--- config.mk ---
export PLATFORM = sky130hd
export DESIGN_NAME = round_scheduler
export DESIGN_NICKNAME = d
export VERILOG_FILES = /design/src/rtl/round_scheduler_pkg.sv /design/src/rtl/round_scheduler_mod_counter.sv /design/src/rtl/round_scheduler.sv
export SDC_FILE = /design/constraint.sdc
export NUM_CORES = 1
export LEC_CHECK = 0
export CORE_ASPECT_RATIO = 0.8
export CORE_MARGIN = 2
export CORE_UTILIZATION = 39
export CTS_BUF_LIST = sky130_fd_sc_hd__clkbuf_4 sky130_fd_sc_hd__clkbuf_8
export DETAILED_ROUTE_END_ITERATION = 12
export GPL_ROUTABILITY_DRIVEN = 1
export MAX_ROUTING_LAYER = met4
export PLACE_DENSITY = 0.83
export SLEW_MARGIN = 20
export SYNTH_ARGS = -nofsm -noshare
export SYNTH_HDL_FRONTEND = slang
export SYNTH_SLANG_ARGS = --single-unit
--- constraint.sdc ---
create_clock -name clk -period 1.3 [get_ports clk]
set_clock_uncertainty 0.05 [all_clocks]
set_input_delay 0.26 -clock clk [delete_from_list [all_inputs] [get_ports clk]]
set_output_delay 0.26 -clock clk [all_outputs]
set_load 0.01 [all_outputs]
--- src/rtl/round_scheduler_pkg.sv ---
// Shared types for the permutation round scheduler: FSM state encoding and
// default geometry of the datapath.
package round_scheduler_pkg;

  typedef enum logic [2:0] {
    ST_IDLE    = 3'd0,
    ST_INIT    = 3'd1,
    ST_LAUNCH  = 3'd2,
    ST_BUSY    = 3'd3,
    ST_WAIT    = 3'd4,
    ST_ADVANCE = 3'd5,
    ST_DONE    = 3'd6
  } state_t;

  localparam int DEF_NUM_UNITS  = 5;
  localparam int DEF_NUM_ROUNDS = 24;

endpackage

--- src/rtl/round_scheduler_mod_counter.sv ---
// Modulo counter with synchronous clear and enable; co flags the enabled
// increment that wraps from MOD-1 back to zero.
module round_scheduler_mod_counter #(
  parameter int W   = 3,
  parameter int MOD = 5
) (
  input  logic         clk,
  input  logic         rst,
  input  logic         clr,
  input  logic         en,
  output logic [W-1:0] count,
  output logic         co
);

  localparam logic [W-1:0] MAX = W'(MOD - 1);

  logic at_max;

  assign at_max = (count == MAX);
  assign co     = en && at_max;

  always_ff @(posedge clk or posedge rst) begin
    if (rst) begin
      count <= '0;
    end else if (clr) begin
      count <= '0;
    end else if (en) begin
      count <= at_max ? '0 : count + W'(1);
    end
  end

endmodule

--- src/rtl/round_scheduler.sv ---
// Sequencer for the multi-round permutation: launches each step unit in
// index order, NUM_UNITS per round, for NUM_ROUNDS rounds.
module round_scheduler
  import round_scheduler_pkg::*;
#(
  parameter int NUM_UNITS  = DEF_NUM_UNITS,
  parameter int NUM_ROUNDS = DEF_NUM_ROUNDS,
  parameter int UNIT_W     = 3,
  parameter int ROUND_W    = 5
) (
  input  logic                 clk,
  input  logic                 rst,
  input  logic                 start,
  input  logic [NUM_UNITS-1:0] unitReady,
  output logic                 ready,
  output logic [NUM_UNITS-1:0] unitStart,
  output logic [UNIT_W-1:0]    unitIdx,
  output logic [ROUND_W-1:0]   round,
  output logic                 selInput,
  output logic                 ldState,
  output logic                 outReady,
  output state_t               dbg_state
);

  // Unit handshake: start is a one-cycle pulse in Launch; the selected unit
  // acknowledges by dropping unitReady and completes by raising it again.

  state_t state, state_nxt;

  logic [NUM_UNITS-1:0] unit_dec;
  logic                 sel_ready;
  logic                 unit_co;
  logic                 round_co;
  logic                 cnt_clr;
  logic                 unit_en;

  assign cnt_clr   = (state == ST_INIT);
  assign unit_en   = (state == ST_ADVANCE);
  assign dbg_state = state;

  round_scheduler_mod_counter #(
    .W   (UNIT_W),
    .MOD (NUM_UNITS)
  ) u_unit_cnt (
    .clk   (clk),
    .rst   (rst),
    .clr   (cnt_clr),
    .en    (unit_en),
    .count (unitIdx),
    .co    (unit_co)
  );

  // Round index advances only when the last unit of the round finishes.
  round_scheduler_mod_counter #(
    .W   (ROUND_W),
    .MOD (NUM_ROUNDS)
  ) u_round_cnt (
    .clk   (clk),
    .rst   (rst),
    .clr   (cnt_clr),
    .en    (unit_co),
    .count (round),
    .co    (round_co)
  );

  always_comb begin
    unit_dec = '0;
    for (int i = 0; i < NUM_UNITS; i++) begin
      unit_dec[i] = (unitIdx == UNIT_W'(i));
    end
  end

  assign sel_ready = |(unitReady & unit_dec);

  always_ff @(posedge clk or posedge rst) begin
    if (rst) begin
      state <= ST_IDLE;
    end else begin
      state <= state_nxt;
    end
  end

  always_comb begin
    state_nxt = state;
    case (state)
      ST_IDLE:    if (start) state_nxt = ST_INIT;
      ST_INIT:    state_nxt = ST_LAUNCH;
      ST_LAUNCH:  state_nxt = ST_BUSY;
      ST_BUSY:    if (!sel_ready) state_nxt = ST_WAIT;
      ST_WAIT:    if (sel_ready) state_nxt = ST_ADVANCE;
      ST_ADVANCE: state_nxt = round_co ? ST_DONE : ST_LAUNCH;
      ST_DONE:    state_nxt = ST_IDLE;
      default:    state_nxt = ST_IDLE;
    endcase
  end

  always_comb begin
    ready     = (state == ST_IDLE);
    unitStart = (state == ST_LAUNCH) ? unit_dec : '0;
    ldState   = unit_co;
    outReady  = (state == ST_DONE);
    selInput  = 1'b0;
    if ((round == '0) && (unitIdx == '0)) begin
      selInput = (state == ST_LAUNCH) || (state == ST_BUSY) ||
                 (state == ST_WAIT)   || (state == ST_ADVANCE);
    end
  end

endmodule
==> results.md <==
* Min-delay worst type: primary input to asynchronous set/reset pin
* Post-route total power at 0.00295 W
* Peak supply drop at between 1 and 1.5 mV
* Nets@finish at 188
* Initial Util at 42.1%
* Commonest non-fill, non-tap cells in the layout: 37 x buf_6, 27 x buf_4, 7 x clkdlybuf4s50_1
* Synthesis-to-layout area growth at 127%
* Top cell type's share of synthesized area at 34.3%
* Top FF cell, synth: dfrtp_1
* Syn Nets at 108
* Core area at 1910 sq um
* Setup crit start kind: register
* CTS max path bufs at 2
* Critical Path, Cell by Cell: inv_1, ha_1, nor4bb_4, and3_4, buf_6
* Synth unique cells at 35
* Hpwl dp at 1.87 mm
* Slowest cell delay on critical path at 420 ps
* Std-Cell Rows at 14
* Finished Layout Cells at 195
* Fin. Hold Viols at 0
* Worst EP required at slightly below 1000 ps
* Worst-Skew Late Latency at about 300 ps
* Async set or reset register ratio after synthesis at 100%
* DRC at 0
* WHS at 218 ps
* Mapped Cells at 92
* Vias in the first global route at 1,124
* ANT cells at 0
* Total global-route track usage at 34.0%
* Clock Tree Root: clkbuf_4
* Routability Congestion at 0.805
* Worst setup margin at -665 ps
* Die width at 54.7 um
* Clock-pin slew on the worst setup and hold paths at 80 ps
* Iter 0 DRT Violations at 100
* Status: finished, violations left
* Fin crit share at 151%
* F_max at 0.509 GHz
* Total clock sinks at 11
* Vias per cell at 6.35
* Avg WL per Cell at about 26 um
* Die extent in y at 44.6 um
* Initial antenna violation count at 0
* Overflow after GRT at 0
* Routed Antenna Nets at 0
* Synth warn at 0
* Final setup viols at 29
* Via count at 1,239
* Layout cells sized above 1 at 70.8%
* Max-Cap Viols at 0
* CP arrival at 1650 ps
* TritonCTS clock tree: done
* Placed insts at ~170
* Mapped cell area at 803 sq um
* Failing checks: negative setup slack
* Post-synthesis sequential area ratio at roughly 34%
* Min Tclk post-route at 1960 ps
* Most common cell after layout, fill and taps aside: buf_6
* Leakage power at around 0.82 nW
* Global-route wire length before repair at ~5.5 mm
* TritonCTS Buffers at 3
* Critical Path Slowest Stage Cell: dfrtp_2
* RSZ-0062 raised after global routing: true
* Buffers on Ports at 27
* Die area at 2440 sq um
* Synth area leader: dfrtp_1
* Worst Path Max Fanout at 2
* Slew @ Worst Pin at between 400 and 500 ps
* Worst rel slew slack at 68.2%
* H-tree depth at 1
* WS Path Type: register to primary output
* PwrDens at ~1600 nW/um^2
* CP endpoint kind: primary output
* Avg Inst Size Synth at just under 9 sq um
* DRT Pass-1 Iters at 4
* Synth area leaders: dfrtp_1 34%, ha_1 12%, o21ai_0 5.0%, nand2_1 4.7%, nor3_1 3.1%
* WL final at 5.03 mm
* Max Slew Vio Count at 0
* EDFF count, synth at 0
* Largest net degree at the start of global routing at 12
* Top-Level Pins at 28
* R2R setup slack at -500 ps
* Flops & latches, synth at 11
## cells by family after synthesis
kind of cell / after synthesis / synth area share (%)
flip-flops: 11 / 34.3
AO/OA/AOI/OAI: 25 / 20.2
XOR/XNOR: 1 / 1.09
adder cells (fa/ha/maj): 8 / 12.5
buffers and inverters: 9 / 5.61
AND/OR/NAND/NOR: 38 / 26.3
## where the power goes
group,internal (W),total [W],switching (W)
registers,0.000403,0.000483,0.0000798
logic,0.00112,0.00217,0.00105
clock network,0.000141,0.000300,0.000159
## stage by stage
step / setup TNS, ps / instance area, sq um / setup WS (ps) / utilization [%]
after CTS: -5400 / 1600 / -502 / 83.9
final: -9390 / 1820 / -665 / 95.3
after detailed placement: -6910 / 1370 / -583 / 71.7
after global placement: -6130 / 1370 / -533 / 71.7
after global routing: -10590 / 1820 / -810 / 95.3
after floorplan: -741 / 862 / -98.4 / -
## routing by layer
layer | part of all wire, % | track usage (%) | wire, um
met5 | 0 | - | 0
met3 | 9.1 | 6.76 | 456
met2 | 47 | 53.3 | 2390
met1 | 35 | 36.7 | 1760
met4 | 8.5 | 27.0 | 427
## worst paths after layout
path | startpoint | to | cells past startpoint
max | u_round_cnt.count[0]$_DFFE_PP0P_ | selInput | 5
min | rst | u_unit_cnt.count[2]$_DFFE_PP0P_ | 2
max reg2reg | u_unit_cnt.count[1]$_DFFE_PP0P_ | dbg_state[0]$_DFFE_PP0P_ | 8
min reg2reg | u_round_cnt.count[2]$_DFFE_PP0P_ | u_round_cnt.count[2]$_DFFE_PP0P_ | 2
max in group asynchronous | rst | u_round_cnt.count[0]$_DFFE_PP0P_ | 2
min in group clk | u_round_cnt.count[2]$_DFFE_PP0P_ | u_round_cnt.count[2]$_DFFE_PP0P_ | 2
## registers in the layout (all words and copies together) (netlist names)
name	count
u_unit_cnt.count	3
dbg_state	3
u_round_cnt.count	5
## repair_timing
| item | in CTS | in global routing |
|---|---|---|
| hold buffers | 0 | 0 |
| pin swaps | 8 | 16 |
| buffers inserted | 11 | 16 |
| gates resized for setup | 131 | 39 |
| setup endpoints to repair | 30 | 29 |
| hold endpoints to repair | 0 | 0 |
## synth_stat cells (3+ instances only)
master,number
a21oi_1,4
and2_1,3
dfrtp_1,11
ha_1,8
inv_1,6
nand2_1,10
nand3_1,3
nor2_1,4
nor3_1,5
o21ai_0,8
## final cells by class
| type | instances | area (sq um) |
|---|---|---|
| fill | 49 | 88.8 |
| sequential | 11 | 283 |
| timing repair buffer | 77 | 719 |
| clock buffer | 4 | 30.0 |
| tap | 24 | 30.0 |
| inverter | 7 | 28.8 |
| multi-input combinational | 72 | 729 |
## critical path, delay by kind of cell (launching register included)
family	cells	cell delay (ps)
DFF	1	420
and+or+nand+nor	2	570
adders and majority gates	1	190
buffers and inverters	2	170
Note: power is estimated with default switching activity, not from simulation.
